<file path="config.mk">
export PLATFORM = sky130hd
export DESIGN_NAME = snake_body_ctrl
export DESIGN_NICKNAME = d
export VERILOG_FILES = /design/src/rtl/snake_body_ctrl.sv
export SDC_FILE = /design/constraint.sdc
export NUM_CORES = 1
export LEC_CHECK = 0
export CAP_MARGIN = 20
export CORE_MARGIN = 1.5
export CORE_UTILIZATION = 50
export DETAILED_ROUTE_END_ITERATION = 8
export GPL_TIMING_DRIVEN = 0
export MAX_ROUTING_LAYER = met4
export PLACE_DENSITY = 0.78
export SLEW_MARGIN = 20
export SYNTH_ARGS = -nofsm -noshare
export SYNTH_HDL_FRONTEND = slang
export SYNTH_SLANG_ARGS = --single-unit
</file>
<file path="constraint.sdc">
create_clock -name CLK_50M -period 4.7 [get_ports CLK_50M]
set_input_delay 1.175 -clock CLK_50M [delete_from_list [all_inputs] [get_ports CLK_50M]]
set_output_delay 1.175 -clock CLK_50M [all_outputs]
set_load 0.05 [all_outputs]
</file>
<file path="src/rtl/snake_body_ctrl.sv">
// Snake body controller: owns the segment list, steps it one cell per move tick,
// grows it on apple eat events, detects wall/self collisions and runs the
// IDLE/PLAY/DEAD game state.
// Ports:
//   CLK_50M, RSTn        - system clock, asynchronous active-low reset
//   key_up/down/left/right - debounced direction keys (level, active high)
//   add_cube             - eat level from the apple generator
//   head_x, head_y       - head cell (segment 0)
//   body_x, body_y       - segment i coordinate at [6i+5:6i]
//   body_valid           - bit i set when segment i is part of the snake
//   length               - current segment count (3..16)
//   game_state           - 0 IDLE, 1 PLAY, 2 DEAD
//   hit                  - one-cycle pulse on the collision that kills the snake
module snake_body_ctrl #(
  parameter int unsigned MOVE_TICKS = 12_500_000
) (
  input  logic        CLK_50M,
  input  logic        RSTn,
  input  logic        key_up,
  input  logic        key_down,
  input  logic        key_left,
  input  logic        key_right,
  input  logic        add_cube,
  output logic [5:0]  head_x,
  output logic [5:0]  head_y,
  output logic [95:0] body_x,
  output logic [95:0] body_y,
  output logic [15:0] body_valid,
  output logic [4:0]  length,
  output logic [1:0]  game_state,
  output logic        hit
);

  localparam int unsigned SEGS  = 16;
  localparam int unsigned CW    = 6;
  localparam int unsigned LW    = 5;
  localparam int unsigned CNT_W = (MOVE_TICKS > 2) ? $clog2(MOVE_TICKS) : 1;
  localparam logic [CNT_W-1:0] CNT_LAST = CNT_W'(MOVE_TICKS - 1);

  localparam logic [CW-1:0] INIT_X [SEGS] = '{0: 6'd10, 1: 6'd9,  2: 6'd8,  default: 6'd0};
  localparam logic [CW-1:0] INIT_Y [SEGS] = '{0: 6'd10, 1: 6'd10, 2: 6'd10, default: 6'd0};

  typedef enum logic [1:0] {ST_IDLE = 2'd0, ST_PLAY = 2'd1, ST_DEAD = 2'd2} state_e;
  typedef enum logic [1:0] {DIR_UP, DIR_DOWN, DIR_LEFT, DIR_RIGHT} dir_e;

  function automatic dir_e reverse_of(input dir_e d);
    dir_e r;
    r = DIR_LEFT;
    case (d)
      DIR_UP:    r = DIR_DOWN;
      DIR_DOWN:  r = DIR_UP;
      DIR_LEFT:  r = DIR_RIGHT;
      DIR_RIGHT: r = DIR_LEFT;
      default:   r = DIR_LEFT;
    endcase
    return r;
  endfunction

  function automatic logic [SEGS-1:0] valid_mask(input logic [LW-1:0] n);
    logic [SEGS-1:0] m;
    m = '0;
    for (int i = 0; i < SEGS; i++) m[i] = (LW'(i) < n);
    return m;
  endfunction

  state_e           state_q;
  dir_e             dir_q, next_dir_q;
  logic [CNT_W-1:0] cnt_q;
  logic [CW-1:0]    seg_x_q [SEGS];
  logic [CW-1:0]    seg_y_q [SEGS];
  logic [LW-1:0]    len_q;
  logic [SEGS-1:0]  valid_q;
  logic             grow_pending_q;
  logic [3:0]       key_prev_q;
  logic             add_prev_q;
  logic             hit_q;

  logic [3:0]    key_vec;
  logic          key_rise, add_rise, key_any, tick, grow, wall, self_hit, collide;
  dir_e          key_dir, dir_ref;
  logic [CW-1:0] nh_x_d, nh_y_d;
  logic [LW-1:0] len_d;

  // Key/eat edge detection, steering candidate and next-head/collision evaluation
  always_comb begin
    key_vec  = {key_up, key_down, key_left, key_right};
    key_rise = |(key_vec & ~key_prev_q);
    key_any  = |key_vec;
    add_rise = add_cube & ~add_prev_q;
    key_dir  = DIR_RIGHT;
    if (key_up)        key_dir = DIR_UP;
    else if (key_down) key_dir = DIR_DOWN;
    else if (key_left) key_dir = DIR_LEFT;
    tick = (state_q == ST_PLAY) && (cnt_q == CNT_LAST);
    // On a tick the move being executed becomes the reference for reversal checks
    dir_ref = tick ? next_dir_q : dir_q;
    nh_x_d = seg_x_q[0];
    nh_y_d = seg_y_q[0];
    case (next_dir_q)
      DIR_UP:    nh_y_d = seg_y_q[0] - 6'd1;
      DIR_DOWN:  nh_y_d = seg_y_q[0] + 6'd1;
      DIR_LEFT:  nh_x_d = seg_x_q[0] - 6'd1;
      DIR_RIGHT: nh_x_d = seg_x_q[0] + 6'd1;
      default:   nh_x_d = seg_x_q[0];
    endcase
    grow  = (grow_pending_q | add_rise) & (len_q < 5'd16);
    len_d = len_q + LW'(grow);
    wall  = (nh_x_d == 6'd0) || (nh_x_d == 6'd39) || (nh_y_d == 6'd0) || (nh_y_d == 6'd29);
    // The last old segment vacates on a non-growing move, so only j <= len_d-2 can be hit
    self_hit = 1'b0;
    for (int j = 0; j < SEGS - 1; j++) begin
      if ((LW'(j) + 5'd2 <= len_d) && (nh_x_d == seg_x_q[j]) && (nh_y_d == seg_y_q[j]))
        self_hit = 1'b1;
    end
    collide = wall | self_hit;
  end

  // Game state, move execution and all registered state
  always_ff @(posedge CLK_50M or negedge RSTn) begin
    if (!RSTn) begin
      state_q        <= ST_IDLE;
      dir_q          <= DIR_RIGHT;
      next_dir_q     <= DIR_RIGHT;
      cnt_q          <= '0;
      seg_x_q        <= INIT_X;
      seg_y_q        <= INIT_Y;
      len_q          <= 5'd3;
      valid_q        <= valid_mask(5'd3);
      grow_pending_q <= 1'b0;
      key_prev_q     <= '0;
      add_prev_q     <= 1'b0;
      hit_q          <= 1'b0;
    end else begin
      key_prev_q <= key_vec;
      add_prev_q <= add_cube;
      hit_q      <= 1'b0;
      if (key_any && (key_dir != reverse_of(dir_ref))) next_dir_q <= key_dir;
      if (add_rise) grow_pending_q <= 1'b1;
      case (state_q)
        ST_IDLE: begin
          cnt_q <= '0;
          if (key_rise) state_q <= ST_PLAY;
        end
        ST_PLAY: begin
          if (tick) begin
            cnt_q          <= '0;
            dir_q          <= next_dir_q;
            grow_pending_q <= 1'b0;
            if (collide) begin
              state_q <= ST_DEAD;
              hit_q   <= 1'b1;
            end else begin
              for (int i = 1; i < SEGS; i++) begin
                seg_x_q[i] <= seg_x_q[i-1];
                seg_y_q[i] <= seg_y_q[i-1];
              end
              seg_x_q[0] <= nh_x_d;
              seg_y_q[0] <= nh_y_d;
              len_q      <= len_d;
              valid_q    <= valid_mask(len_d);
            end
          end else begin
            cnt_q <= cnt_q + CNT_W'(1);
          end
        end
        ST_DEAD: begin
          cnt_q <= '0;
          // Restart overrides any steering or eat captured this cycle
          if (key_rise) begin
            state_q        <= ST_IDLE;
            dir_q          <= DIR_RIGHT;
            next_dir_q     <= DIR_RIGHT;
            seg_x_q        <= INIT_X;
            seg_y_q        <= INIT_Y;
            len_q          <= 5'd3;
            valid_q        <= valid_mask(5'd3);
            grow_pending_q <= 1'b0;
          end
        end
        default: state_q <= ST_IDLE;
      endcase
    end
  end

  // Flatten the segment registers onto the packed output buses
  always_comb begin
    body_x = '0;
    body_y = '0;
    for (int i = 0; i < SEGS; i++) begin
      body_x[CW*i +: CW] = seg_x_q[i];
      body_y[CW*i +: CW] = seg_y_q[i];
    end
  end

  assign head_x     = seg_x_q[0];
  assign head_y     = seg_y_q[0];
  assign body_valid = valid_q;
  assign length     = len_q;
  assign game_state = state_q;
  assign hit        = hit_q;

endmodule

</file>
==> reports/metrics.yaml, run 1 <==
status: "finished with violations"
violations: "negative setup slack"
grt_pass1_wl_um: 88000
grtUsageMet1: 0.476
syn_to_final_growth_pct: 31.8
stdcell_area_um2: 21500
postCtsHoldBufs: 0
wl_per_cell_um: 25.8
min_path_type: "reg2reg"
cp.required_ns: 5.17
die_area_um2: 33700
place_area_um2: 19300
synth_area_leaders: "dfrtp_1 35%, mux2_4 14%, nor2b_1 6.0%"
gp_congestion: 0.967
die_w_um: 184
hold_viol: 0
dp_hpwl_um: 42800
cp-end-kind: "flip-flop"
layout_common_cells: "232 x clkdlybuf4s50_1, 227 x dfrtp_1, 156 x nor2b_1, 149 x mux2_4, 76 x xor2_1"
initial_core_util: 0.513
globalRouteMet2Util: 0.553
grt_max_degree: 92
synthFlopType: "dfrtp_1"
yosys_warnings: 0
cts_made_buffers: 28
clockRootBuffer: "clkbuf_16"
cts.path.max_buffers: 3
period_share: 1.05
vias_per_cell: 5.93
grt_overflow: 0
drive_gt1_frac: 0.249
relSlewSlack: 0.344
report.final.slew_viol_count: 0
finalWorstSetupSlack_ns: -0.246
vias: 13600
wirelength_um: 59200
synth_edf_count: 0
worst_pin_slew_ns: 0.984
clock_skew_ns: 0.0155
core_area_um2: 31800
async_flop_share: 1.00
synth_fp_nets: 1561
drcViolationCount: 0
busiest_layer: "met2"
ys_seq_area_frac: 0.384
syn_avg_cell_area_um2: 10.6
cts_sinks: 249
initialDrtViolationCount: 1265
syn_area_um2: 16300
insertion_delay_ns: 0.56
io_pins: 235
synth_area_leader_cell: "dfrtp_1"
grt_pass1_vias: 13500
pre_cts_ws_ns: -1.82
nets: 1860
ctsHtreeMaxLevel: 1
n_fill_cell: 2361
ant_nets: 0
layout_commonest_cell: "clkdlybuf4s50_1"
setup_violations: 213
crit_fanout: 10
port-buffer-count: 234
syn_inst: 1537
antenna_found_initial: 2
rsz0062_at_grt: "true"
netlist.area_leader.share: 0.351
use_met3: 0.0634
cap_violations: 0
synth.distinct_cells: 89
cts_tree: "done"
cp_data_arrival_time_ns: 5.41
worstSetupPathType: "reg2reg"
rows: 65
synth_seq_cells: 249
hold_ws_ns: 0.483
chipHeight_um: 184
firstDrtPassIters: 5
fin_crit_ns: 4.95
reg2reg_slack_ns: -0.25
track_usage: 0.361
critPathLaunchType: "flip-flop"
timing.fmax_mhz: 202
clk_pin_slew_ns: 0.07
what timing repair did:
| item | CTS | global route |
|---|---|---|
| resized for setup | 145 | 31 |
| pin swaps | 18 | 12 |
| setup buffers | 23 | 6 |
| setup endpoints to repair | 215 | 215 |
| gates cloned | 6 | 3 |
worst max-delay path, stage by stage (launching register included):
cell      delay [ns]
dfstp_2         0.61
buf_8           0.15
buf_12          0.16
nand2_8         0.11
ha_4            0.33
or3b_2          0.44
a31o_2          0.31
and3_1          0.20
buf_4           0.21
xnor2_1         0.22
nor3_2          0.13
a32o_1          0.30
a211oi_4        0.29
o211ai_4        0.15
o22ai_4         0.41
buf_6           0.19
buf_16          0.14
buf_4           0.21
mux2i_1         0.25
state kept, by name, summed over array words and instances, names as in the netlist:
signal,count
next_dir_q,2
dir_q,2
length,5
add_prev_q,1
game_state,2
hit,1
body_y,90
grow_pending_q,1
key_prev_q,4
body_x,90
head_y,6
cnt_q,24
body_valid,15
head_x,6
logic make-up after synthesis:
| group | count (synthesis) | share of synthesized area |
|---|---|---|
| AOI/OAI and AO/OA | 224 | 0.0949 |
| adders and majority gates | 17 | 0.0140 |
| DFF | 249 | 0.384 |
| and+or+nand+nor | 520 | 0.180 |
| xor gates and xnor gates | 163 | 0.0926 |
| muxes | 208 | 0.176 |
| buffers and inverters | 156 | 0.0588 |
path summary, 6_finish.rpt:
kind / start / to / cells after the start
min: cnt_q[13]$_DFFE_PN0P_ / cnt_q[13]$_DFFE_PN0P_ / 1
max in group asynchronous: RSTn / head_y[1]$_DFFE_PN1P_ / 2
min reg2reg: cnt_q[13]$_DFFE_PN0P_ / cnt_q[13]$_DFFE_PN0P_ / 1
min in group asynchronous: RSTn / head_x[4]$_DFFE_PN0P_ / 1
max reg2reg: next_dir_q[1]$_DFF_PN1_ / body_valid[8]$_DFFE_PN0P_ / 18
max: next_dir_q[1]$_DFF_PN1_ / body_valid[8]$_DFFE_PN0P_ / 18
area by class of cell:
cell class                      count  area, um^2  share of cell area
Antenna cell                        4        10.0            0.000466
Buffer                            106         948              0.0442
Clock buffer                       37         806              0.0375
Clock inverter                     13         151             0.00705
Inverter                           45         171             0.00798
Multi-Input combinational cell   1132        9680               0.450
Sequential cell                   249        6270               0.292
Tap cell                          435         544              0.0253
Timing Repair Buffer              274        2910               0.135
cell usage after synthesis (5+ instances only):
| cell | instances |
|---|---|
| o21ba_2 | 9 |
| dfrtp_1 | 229 |
| buf_12 | 12 |
| buf_2 | 16 |
| a31o_2 | 6 |
| nand3_1 | 41 |
| nor3b_1 | 8 |
| and4_1 | 10 |
| nor4_1 | 36 |
| a211oi_1 | 6 |
| nor2b_1 | 157 |
| dfstp_2 | 20 |
| clkbuf_1 | 51 |
| xnor2_1 | 77 |
| mux2_4 | 149 |
| xor2_1 | 80 |
| a21oi_1 | 45 |
| o22ai_1 | 8 |
| inv_1 | 45 |
| or4_1 | 7 |
| mux2i_1 | 23 |
| o21bai_1 | 5 |
| nand4_1 | 28 |
| buf_8 | 5 |
| mux2_2 | 35 |
| xnor3_1 | 6 |
| buf_4 | 21 |
| o31ai_1 | 7 |
| nand2b_1 | 12 |
| ha_1 | 15 |
| a21o_1 | 5 |
| nand2_1 | 68 |
| o2111ai_1 | 5 |
| a31oi_1 | 17 |
| nor3_1 | 30 |
| nor4b_1 | 6 |
| o21ai_0 | 57 |
| and3_1 | 24 |
| nor2_1 | 68 |
routing by layer:
| layer | routed length, um | share of wire |
|---|---|---|
| met1 | 25100 | 0.42 |
| met2 | 27100 | 0.46 |
| met3 | 4270 | 0.072 |
| met4 | 2720 | 0.046 |
| met5 | 0 | 0 |
stage by stage:
step | utilization | std cells | setup TNS (ns)
4_1_cts | 0.667 | 2282 | -29.88
6_report | 0.676 | 2295 | -39.47
5_1_grt | 0.675 | 2293 | -51.43
2_1_floorplan | - | 1537 | 0
3_5_place_dp | 0.606 | 2208 | -372.14
3_3_place_gp | 0.604 | 2206 | -2344.09
Power of run 1 is left out: the tool's default activity adds up to more than one toggle a clock period on the data nets, which glitch-free logic cannot reach.
==> inputs of run 2 (changes only) <==
Settings changed: TNS_END_PERCENT set to 100.
==> results of run 2 <==
The final DEF is identical to that of run 1; final timing and power are the same.
Power of run 2 is left out for the same reason.
